### src/rtl/imm_gen_ctrl_pkg.sv
// Shared definitions for the decode-stage immediate generator.
// Contents: opcode constants, FSM state encoding, immediate-class encoding and the
// opcode -> immediate-class decode function.
package imm_gen_ctrl_pkg;

    localparam int unsigned INSTR_W   = 16;
    localparam int unsigned IMM_W     = 16;
    localparam int unsigned OP_W      = 4;
    localparam int unsigned PAYLOAD_W = OP_W + IMM_W;

    localparam logic [3:0] OP_SLL = 4'b0100;
    localparam logic [3:0] OP_SRA = 4'b0101;
    localparam logic [3:0] OP_ROR = 4'b0110;
    localparam logic [3:0] OP_LW  = 4'b1000;
    localparam logic [3:0] OP_SW  = 4'b1001;
    localparam logic [3:0] OP_LLB = 4'b1010;
    localparam logic [3:0] OP_LHB = 4'b1011;
    localparam logic [3:0] OP_B   = 4'b1100;
    localparam logic [3:0] OP_PCS = 4'b1110;
    localparam logic [3:0] OP_HLT = 4'b1111;

    typedef enum logic [1:0] {
        StRun       = 2'b00,
        StHaltDrain = 2'b01,
        StHalted    = 2'b10
    } state_e;

    typedef enum logic [2:0] {
        ImmZero   = 3'd0,
        ImmMem    = 3'd1,
        ImmShamt  = 3'd2,
        ImmLlb    = 3'd3,
        ImmLhb    = 3'd4,
        ImmBranch = 3'd5,
        ImmPcs    = 3'd6
    } imm_class_e;

    function automatic imm_class_e imm_class(input logic [3:0] op);
        imm_class_e cls;
        case (op)
            OP_LW, OP_SW:           cls = ImmMem;
            OP_SLL, OP_SRA, OP_ROR: cls = ImmShamt;
            OP_LLB:                 cls = ImmLlb;
            OP_LHB:                 cls = ImmLhb;
            OP_B:                   cls = ImmBranch;
            OP_PCS:                 cls = ImmPcs;
            default:                cls = ImmZero;
        endcase
        return cls;
    endfunction

endpackage

### src/rtl/imm_gen_ctrl_if.sv
// Handshake bundle between IF/ID, the immediate generator and ID/EX.
// slave  : the immediate generator (consumes instructions, produces immediates)
// master : the surrounding pipeline (or a testbench)
// Signals: in_vld/in_rdy/instr_in (fetch side), out_vld/out_rdy/imm_out/op_out (execute
// side), flush (mispredict squash), halted (HLT drained).
interface imm_gen_ctrl_if;
    import imm_gen_ctrl_pkg::*;

    logic                 in_vld;
    logic                 in_rdy;
    logic [INSTR_W-1:0]   instr_in;
    logic                 flush;
    logic                 out_vld;
    logic                 out_rdy;
    logic [IMM_W-1:0]     imm_out;
    logic [OP_W-1:0]      op_out;
    logic                 halted;

    modport slave (
        input  in_vld, instr_in, flush, out_rdy,
        output in_rdy, out_vld, imm_out, op_out, halted
    );

    modport master (
        output in_vld, instr_in, flush, out_rdy,
        input  in_rdy, out_vld, imm_out, op_out, halted
    );

endinterface

### src/rtl/imm_skid_buf.sv
// Two-entry valid/ready output buffer (main + skid) with flush.
// Ports: clk, rst_n (sync, active low), flush (drop both entries and same-cycle input),
//        in_vld/in_rdy/in_data (write side), out_vld/out_rdy/out_data (read side, = main).
// in_rdy depends only on skid occupancy, so it never combinationally follows out_rdy.
module imm_skid_buf #(
    parameter int unsigned WIDTH = 20
) (
    input  logic             clk,
    input  logic             rst_n,
    input  logic             flush,
    input  logic             in_vld,
    output logic             in_rdy,
    input  logic [WIDTH-1:0] in_data,
    output logic             out_vld,
    input  logic             out_rdy,
    output logic [WIDTH-1:0] out_data
);

    logic             main_vld_q, main_vld_d;
    logic [WIDTH-1:0] main_data_q, main_data_d;
    logic             skid_vld_q, skid_vld_d;
    logic [WIDTH-1:0] skid_data_q, skid_data_d;
    logic             push;
    logic             pop;

    assign in_rdy   = ~skid_vld_q;
    assign out_vld  = main_vld_q;
    assign out_data = main_data_q;

    always_comb begin
        main_vld_d  = main_vld_q;
        main_data_d = main_data_q;
        skid_vld_d  = skid_vld_q;
        skid_data_d = skid_data_q;
        push        = in_vld & ~skid_vld_q;
        pop         = main_vld_q & out_rdy;

        if (flush) begin
            main_vld_d = 1'b0;
            skid_vld_d = 1'b0;
        end else if (pop) begin
            if (skid_vld_q) begin
                // Skid promotes into main; push is impossible since in_rdy is low.
                main_data_d = skid_data_q;
                skid_vld_d  = 1'b0;
            end else begin
                main_vld_d = push;
                if (push) begin
                    main_data_d = in_data;
                end
            end
        end else if (push) begin
            if (!main_vld_q) begin
                main_vld_d  = 1'b1;
                main_data_d = in_data;
            end else begin
                skid_vld_d  = 1'b1;
                skid_data_d = in_data;
            end
        end
    end

    always_ff @(posedge clk) begin
        if (!rst_n) begin
            main_vld_q  <= 1'b0;
            main_data_q <= '0;
            skid_vld_q  <= 1'b0;
            skid_data_q <= '0;
        end else begin
            main_vld_q  <= main_vld_d;
            main_data_q <= main_data_d;
            skid_vld_q  <= skid_vld_d;
            skid_data_q <= skid_data_d;
        end
    end

endmodule

### src/rtl/sext_12to16.sv
// Sign-extends a 12-bit field to 16 bits.
// Ports: a (12-bit field), y (16-bit sign-extended result).
module sext_12to16 (
    input  logic [11:0] a,
    output logic [15:0] y
);
    assign y = {{4{a[11]}}, a};
endmodule

### src/rtl/sext_4to16.sv
// Sign-extends a 4-bit field to 16 bits.
// Ports: a (4-bit field), y (16-bit sign-extended result).
module sext_4to16 (
    input  logic [3:0]  a,
    output logic [15:0] y
);
    assign y = {{12{a[3]}}, a};
endmodule

### src/rtl/sext_9to16.sv
// Sign-extends a 9-bit field to 16 bits.
// Ports: a (9-bit field), y (16-bit sign-extended result).
module sext_9to16 (
    input  logic [8:0]  a,
    output logic [15:0] y
);
    assign y = {{7{a[8]}}, a};
endmodule

### src/rtl/imm_gen_ctrl.sv
// Decode-stage immediate generator/controller.
// Classifies each accepted 16-bit instruction by opcode, forms its 16-bit immediate and
// buffers {op, imm} toward ID/EX through a 2-entry skid buffer. Owns halt sequencing
// (RUN -> HALT_DRAIN -> HALTED) and flush.
// Ports: clk, rst_n (sync, active low), bus (imm_gen_ctrl_if.slave: in_vld, in_rdy,
//        instr_in, flush, out_vld, out_rdy, imm_out, op_out, halted).
module imm_gen_ctrl
    import imm_gen_ctrl_pkg::*;
#(
    parameter int unsigned SKID_DEPTH = 2
) (
    input  logic           clk,
    input  logic           rst_n,
    imm_gen_ctrl_if.slave  bus
);

    if (SKID_DEPTH != 2) begin : g_bad_depth
        $error("imm_gen_ctrl supports only SKID_DEPTH == 2");
    end

    state_e               state_q, state_d;
    logic [OP_W-1:0]      op;
    imm_class_e           cls;
    logic [15:0]          s4, s9, s12;
    logic [IMM_W-1:0]     imm;
    logic                 buf_in_vld, buf_in_rdy, buf_out_vld;
    logic [PAYLOAD_W-1:0] buf_out_data;
    logic                 run;
    logic                 accept;
    logic                 consume;

    assign op  = bus.instr_in[15:12];
    assign cls = imm_class(op);

    sext_4to16 u_sext4 (
        .a (bus.instr_in[3:0]),
        .y (s4)
    );

    sext_9to16 u_sext9 (
        .a (bus.instr_in[8:0]),
        .y (s9)
    );

    sext_12to16 u_sext12 (
        .a (bus.instr_in[11:0]),
        .y (s12)
    );

    // Word-offset forms shift left by one; the extended MSB simply falls off.
    always_comb begin
        imm = '0;
        case (cls)
            ImmMem:    imm = {s4[14:0], 1'b0};
            ImmShamt:  imm = {12'h000, bus.instr_in[3:0]};
            ImmLlb:    imm = {8'h00, bus.instr_in[7:0]};
            ImmLhb:    imm = {bus.instr_in[7:0], 8'h00};
            ImmBranch: imm = {s9[14:0], 1'b0};
            ImmPcs:    imm = s12;
            default:   imm = '0;
        endcase
    end

    assign run        = (state_q == StRun);
    // rst_n gates in_rdy so nothing is offered as accepted during the reset cycle.
    assign bus.in_rdy = rst_n & run & buf_in_rdy;
    assign buf_in_vld = bus.in_vld & rst_n & run;

    imm_skid_buf #(
        .WIDTH (PAYLOAD_W)
    ) u_buf (
        .clk      (clk),
        .rst_n    (rst_n),
        .flush    (bus.flush),
        .in_vld   (buf_in_vld),
        .in_rdy   (buf_in_rdy),
        .in_data  ({op, imm}),
        .out_vld  (buf_out_vld),
        .out_rdy  (bus.out_rdy),
        .out_data (buf_out_data)
    );

    assign bus.out_vld = buf_out_vld & (state_q != StHalted);
    assign bus.op_out  = buf_out_data[PAYLOAD_W-1:IMM_W];
    assign bus.imm_out = buf_out_data[IMM_W-1:0];
    assign bus.halted  = (state_q == StHalted);

    assign accept  = bus.in_vld & bus.in_rdy & ~bus.flush;
    assign consume = bus.out_vld & bus.out_rdy & ~bus.flush;

    always_comb begin
        state_d = state_q;
        case (state_q)
            StRun: begin
                if (accept && op == OP_HLT) begin
                    state_d = StHaltDrain;
                end
            end
            StHaltDrain: begin
                // Flush squashes the buffered HLT, so execution resumes.
                if (bus.flush) begin
                    state_d = StRun;
                end else if (consume && bus.op_out == OP_HLT) begin
                    state_d = StHalted;
                end
            end
            StHalted: state_d = StHalted;
            default:  state_d = StRun;
        endcase
    end

    always_ff @(posedge clk) begin
        if (!rst_n) begin
            state_q <= StRun;
        end else begin
            state_q <= state_d;
        end
    end

endmodule
### src/flat_wrapper.sv
// flat-port wrapper written by rule: the top's interface ports become plain ports
module imm_gen_ctrl_flat import imm_gen_ctrl_pkg::*;
#(
    parameter int unsigned SKID_DEPTH = 2
)
  (clk, rst_n, bus_in_vld, bus_instr_in, bus_flush, bus_out_rdy, bus_in_rdy, bus_out_vld, bus_imm_out, bus_op_out, bus_halted);
  imm_gen_ctrl_if bus_i ();
  input  logic clk;
  input  logic rst_n;
  input wire logic [$bits(bus_i.in_vld)-1:0] bus_in_vld;
  input wire logic [$bits(bus_i.instr_in)-1:0] bus_instr_in;
  input wire logic [$bits(bus_i.flush)-1:0] bus_flush;
  input wire logic [$bits(bus_i.out_rdy)-1:0] bus_out_rdy;
  output wire logic [$bits(bus_i.in_rdy)-1:0] bus_in_rdy;
  output wire logic [$bits(bus_i.out_vld)-1:0] bus_out_vld;
  output wire logic [$bits(bus_i.imm_out)-1:0] bus_imm_out;
  output wire logic [$bits(bus_i.op_out)-1:0] bus_op_out;
  output wire logic [$bits(bus_i.halted)-1:0] bus_halted;
  assign bus_i.in_vld = bus_in_vld;
  assign bus_i.instr_in = bus_instr_in;
  assign bus_i.flush = bus_flush;
  assign bus_i.out_rdy = bus_out_rdy;
  assign bus_in_rdy = bus_i.in_rdy;
  assign bus_out_vld = bus_i.out_vld;
  assign bus_imm_out = bus_i.imm_out;
  assign bus_op_out = bus_i.op_out;
  assign bus_halted = bus_i.halted;
  imm_gen_ctrl #(.SKID_DEPTH(SKID_DEPTH)) u_core (.clk(clk), .rst_n(rst_n), .bus(bus_i));
endmodule
### config.mk
export PLATFORM = sky130hd
export DESIGN_NAME = imm_gen_ctrl_flat
export DESIGN_NICKNAME = d
export VERILOG_FILES = /design/src/rtl/imm_gen_ctrl_pkg.sv /design/src/rtl/imm_gen_ctrl_if.sv /design/src/rtl/imm_skid_buf.sv /design/src/rtl/sext_12to16.sv /design/src/rtl/sext_4to16.sv /design/src/rtl/sext_9to16.sv /design/src/rtl/imm_gen_ctrl.sv /design/src/flat_wrapper.sv
export SDC_FILE = /design/constraint.sdc
export NUM_CORES = 1
export LEC_CHECK = 0
export CAP_MARGIN = 40
export CELL_PAD_IN_SITES_DETAIL_PLACEMENT = 1
export CELL_PAD_IN_SITES_GLOBAL_PLACEMENT = 2
export CORE_MARGIN = 2
export CORE_UTILIZATION = 33
export DETAILED_ROUTE_END_ITERATION = 7
export PLACE_DENSITY_LB_ADDON = 0.1
export SYNTH_ARGS = -nofsm -noshare
export SYNTH_HDL_FRONTEND = slang
export SYNTH_SLANG_ARGS = --single-unit
### constraint.sdc
create_clock -name clk -period 3.7 [get_ports clk]
set_input_delay 0.74 -clock clk [delete_from_list [all_inputs] [get_ports clk]]
set_output_delay 0.74 -clock clk [all_outputs]
set_load 0.03 [all_outputs]
==> flow_summary.html <==
<table>
<tr><th>Metric</th><th>Value</th></tr>
<tr><th colspan="2">Synthesis</th></tr>
<tr><td>Average size of a mapped cell</td><td>8.63 sq um</td></tr>
<tr><td>Post-synthesis async set-or-reset flop share</td><td>0%</td></tr>
<tr><td>Number of instances in the synthesized netlist</td><td>263</td></tr>
<tr><td>Area fraction of the dominant cell type after synthesis</td><td>38.8%</td></tr>
<tr><td>Number of enable flip-flop cells after synthesis</td><td>0</td></tr>
<tr><td>Post-synthesis sequential area ratio</td><td>38.8%</td></tr>
<tr><td>Main area contributors after synthesis</td><td>sky130_fd_sc_hd__dfxtp_1 39%, sky130_fd_sc_hd__nand2_1 6.3%, sky130_fd_sc_hd__a221oi_1 5.0%</td></tr>
<tr><td>Warnings, synthesis</td><td>0</td></tr>
<tr><td>Cell type with the highest aggregate area in the netlist</td><td>sky130_fd_sc_hd__dfxtp_1</td></tr>
<tr><td>Synthesized Nets</td><td>284</td></tr>
<tr><td>Top FF cell, synth</td><td>sky130_fd_sc_hd__dfxtp_1</td></tr>
<tr><td>Netlist area before placement</td><td>0.00227 sq mm</td></tr>
<tr><td>Flops &amp; latches, synth</td><td>44</td></tr>
<tr><td>Count of unique library cells instantiated by Yosys</td><td>50</td></tr>
<tr><th colspan="2">Job</th></tr>
<tr><td>Number of violations of the max-capacitance limit</td><td>0</td></tr>
<tr><th colspan="2">Placement</th></tr>
<tr><td>Final weighted congestion of routability-driven global placement</td><td>0.806</td></tr>
<tr><td>Cells after DPL</td><td>371</td></tr>
<tr><td>DPL Wire Length</td><td>4700 um</td></tr>
<tr><td>Number of buffer cells added on primary ports</td><td>43</td></tr>
<tr><th colspan="2">STA</th></tr>
<tr><td>Tightest hold margin</td><td>0.460 ns</td></tr>
<tr><td>Final setup violation count</td><td>0</td></tr>
<tr><td>Final number of hold-violating endpoints</td><td>0</td></tr>
<tr><td>Max Clock Freq</td><td>0.365 GHz</td></tr>
<tr><td>Slew at the pin with the worst max-slew slack</td><td>0.716 ns</td></tr>
<tr><td>Shortest period the worst path allows</td><td>2.74 ns</td></tr>
<tr><td>Final period util</td><td>74.0%</td></tr>
<tr><td>Post-Route Skew</td><td>0.00714 ns</td></tr>
<tr><td>Setup repair after global routing missed its margin</td><td>false</td></tr>
<tr><td>Fin Setup TNS</td><td>0 ns</td></tr>
<tr><td>Max-Slew Margin vs Limit</td><td>52.0%</td></tr>
<tr><td>Count of final max-slew check failures</td><td>0</td></tr>
<tr><th colspan="2">Layout</th></tr>
<tr><td>Total area of sequential cells</td><td>881 sq um</td></tr>
<tr><td>P&amp;R area growth vs syn</td><td>23.6%</td></tr>
<tr><td>Commonest cells after routing, fill and taps aside</td><td>44 x sky130_fd_sc_hd__dfxtp_1, 42 x sky130_fd_sc_hd__clkdlybuf4s50_1, 38 x sky130_fd_sc_hd__nand2_1, 19 x sky130_fd_sc_hd__a21oi_1, 17 x sky130_fd_sc_hd__nor2_1</td></tr>
<tr><td>Area of the multi-input gates</td><td>0.00123 sq mm</td></tr>
<tr><td>Most common cell after layout, fill and taps aside</td><td>sky130_fd_sc_hd__dfxtp_1</td></tr>
<tr><td>Number of fill cells</td><td>810</td></tr>
<tr><td>Net total in the final layout</td><td>319</td></tr>
<tr><td>Post-Route Utilization</td><td>41.7%</td></tr>
<tr><td>Inserted Diodes</td><td>0</td></tr>
<tr><td>Layout cell share with drive strength beyond 1</td><td>10.7%</td></tr>
<tr><td>Post-route non-filler standard cell count</td><td>378</td></tr>
<tr><th colspan="2">Global routing</th></tr>
<tr><td>Antenna violations before repair</td><td>0</td></tr>
<tr><td>Wire length of the first global-routing pass</td><td>11,300 um</td></tr>
<tr><td>Pin count of the biggest net entering global routing</td><td>30</td></tr>
<tr><td>Total congestion overflow after global routing</td><td>0</td></tr>
<tr><td>Via count of the first global-routing pass</td><td>2,165</td></tr>
<tr><td>GRT Overall Usage</td><td>19.3%</td></tr>
<tr><th colspan="2">Setup path</th></tr>
<tr><td>Critical Path AT</td><td>2.00 ns</td></tr>
<tr><td>FF-to-FF path depth</td><td>5</td></tr>
<tr><td>Crit path kind</td><td>in -&gt; out</td></tr>
<tr><td>Critical path fanouts, max</td><td>5</td></tr>
<tr><td>Data required, critical path</td><td>2.96 ns</td></tr>
<tr><td>Kind of capture point of the worst setup path</td><td>output pin</td></tr>
<tr><td>Crit start category</td><td>input pin</td></tr>
<tr><th colspan="2">Route</th></tr>
<tr><td>Number of iterations in the first detailed-routing pass</td><td>4</td></tr>
<tr><td>Post-route DRC</td><td>0</td></tr>
<tr><td>Vias/cell</td><td>5.73</td></tr>
<tr><td>Detail Route Antenna Nets</td><td>0</td></tr>
<tr><td>Iteration-0 DRC Markers</td><td>63</td></tr>
<tr><td>Routed wire length on met2</td><td>3220 um</td></tr>
<tr><td>Detail-routed net length per standard cell</td><td>18.2 um</td></tr>
<tr><td>Met1 wire length</td><td>3290 um</td></tr>
<tr><td>Total number of vias</td><td>2,167</td></tr>
<tr><td>Top layer reached by signal wires</td><td>met4</td></tr>
<tr><td>Met3 wire len</td><td>287 um</td></tr>
<tr><td>Final WL</td><td>6870 um</td></tr>
<tr><th colspan="2">Die</th></tr>
<tr><td>Number of rows in the core area</td><td>30</td></tr>
<tr><td>Ports</td><td>44</td></tr>
<tr><td>Height of the die</td><td>86.9 um</td></tr>
<tr><td>Area of the core</td><td>0.00672 sq mm</td></tr>
<tr><td>Floorplan die area</td><td>0.00755 sq mm</td></tr>
<tr><td>Horizontal die dimension</td><td>86.9 um</td></tr>
<tr><td>Initial cell density of the core</td><td>33.8%</td></tr>
<tr><th colspan="2">Clocking</th></tr>
<tr><td>Root buffer cell</td><td>sky130_fd_sc_hd__clkbuf_8</td></tr>
<tr><td>Cts hold-fix bufs</td><td>0</td></tr>
<tr><td>Clock latency on the worst-skew pair</td><td>0.30 ns</td></tr>
<tr><td>Clk sinks</td><td>44</td></tr>
<tr><td>Post-CTS clock slew at the launch and capture registers of the worst setup and hold paths</td><td>0.08 ns</td></tr>
<tr><td>TritonCTS clock tree</td><td>built</td></tr>
<tr><td>Post-CTS setup repair buffer count</td><td>0</td></tr>
<tr><td>Post-CTS resize count</td><td>0</td></tr>
<tr><td>TritonCTS Buffers</td><td>5</td></tr>
<tr><td>CTS max path bufs</td><td>2</td></tr>
<tr><td>Number of H-tree levels</td><td>2</td></tr>
<tr><th colspan="2">Power</th></tr>
<tr><td>Pwr/cell area</td><td>325 mW/mm^2</td></tr>
<tr><td>VDD IR-drop max</td><td>0.000153 V</td></tr>
<tr><td>Static power due to leakage</td><td>0.000932 uW</td></tr>
<tr><th colspan="2">Run status</th></tr>
<tr><td>Result of the run</td><td>completed</td></tr>
<tr><th colspan="2">Hold path</th></tr>
<tr><td>Cells on Worst Hold Path</td><td>2</td></tr>
<tr><td>Classification of the worst-slack hold path</td><td>reg -&gt; reg</td></tr>
</table>
[stage by stage]
stage	setup WS [ns]	total power, uW	instance area, sq um
finish	0.962	910	2800
detailed placement	0.756	624	2730
global route	0.929	957	2800
global placement	0.726	624	2730
floorplan	1.43	565	2270
CTS	0.959	919	2800
[cells in the mapped netlist, types with 5 or more instances]
cell / n
sky130_fd_sc_hd__dfxtp_1: 44
sky130_fd_sc_hd__nand2_1: 38
sky130_fd_sc_hd__a21oi_1: 19
sky130_fd_sc_hd__nor2_1: 17
sky130_fd_sc_hd__a221oi_1: 13
sky130_fd_sc_hd__clkbuf_1: 13
sky130_fd_sc_hd__o22ai_1: 11
sky130_fd_sc_hd__nor3_1: 10
sky130_fd_sc_hd__a211oi_1: 6
sky130_fd_sc_hd__a311oi_1: 6
sky130_fd_sc_hd__o2111ai_1: 6
sky130_fd_sc_hd__buf_2: 5
sky130_fd_sc_hd__inv_1: 5
sky130_fd_sc_hd__nand2b_1: 5
[worst max-delay path: stages]
cell and delay, ns:
sky130_fd_sc_hd__clkdlybuf4s50_1 0.48, sky130_fd_sc_hd__or4b_4 0.51, sky130_fd_sc_hd__clkinv_2 0.11, sky130_fd_sc_hd__buf_4 0.16
[final cells by class]
| cell class | count | area share [%] |
|---|---|---|
| clock buffer | 6 | 2.59 |
| timing repair buffer | 51 | 17.4 |
| multi-input combinational | 189 | 43.8 |
| tap | 80 | 3.57 |
| inverter | 7 | 0.982 |
| sequential | 44 | 31.4 |
| clock inverter | 1 | 0.179 |
[state kept, by name, indices dropped and copies added (netlist names)]
| name | cells |
|---|---|
| u_core.u_buf.skid_vld_q | 1 |
| u_core.state_q | 2 |
| u_core.u_buf.out_data | 20 |
| u_core.u_buf.skid_data_q | 20 |
| u_core.u_buf.out_vld | 1 |
[path summary, 6_finish.rpt]
path	start	to	slack (ns)
worst min register to register	u_core.u_buf.skid_data_q[4]$_SDFFE_PN0P_	u_core.u_buf.skid_data_q[4]$_SDFFE_PN0P_	0.46
worst min-delay path	u_core.u_buf.skid_data_q[4]$_SDFFE_PN0P_	u_core.u_buf.skid_data_q[4]$_SDFFE_PN0P_	0.46
worst max-delay path	rst_n	bus_in_rdy	0.96
worst max register to register	u_core.u_buf.skid_vld_q$_SDFFE_PP0P_	u_core.u_buf.out_data[4]$_SDFFE_PN0P_	1.62
[cells by family after synthesis]
family	synth area share (%)
mux	2.43
compound gates	29.9
flops	38.8
buf+inv	7.00
simple gates	21.8
[report_power, final]
part	internal (uW)	total (uW)	switching [uW]
sequential	478	481	3.51
clock	129	298	169
combinational	54.0	130	76.4
[routing by layer]
metal / vias up / global-route usage [%]
met4: 0 / 4.26
met2: 46 / 31.4
met3: 7 / 3.03
met1: 1055 / 27.0
li1: 1059 / -
met5: - / 0
Note: power is estimated with default switching activity, not from simulation.
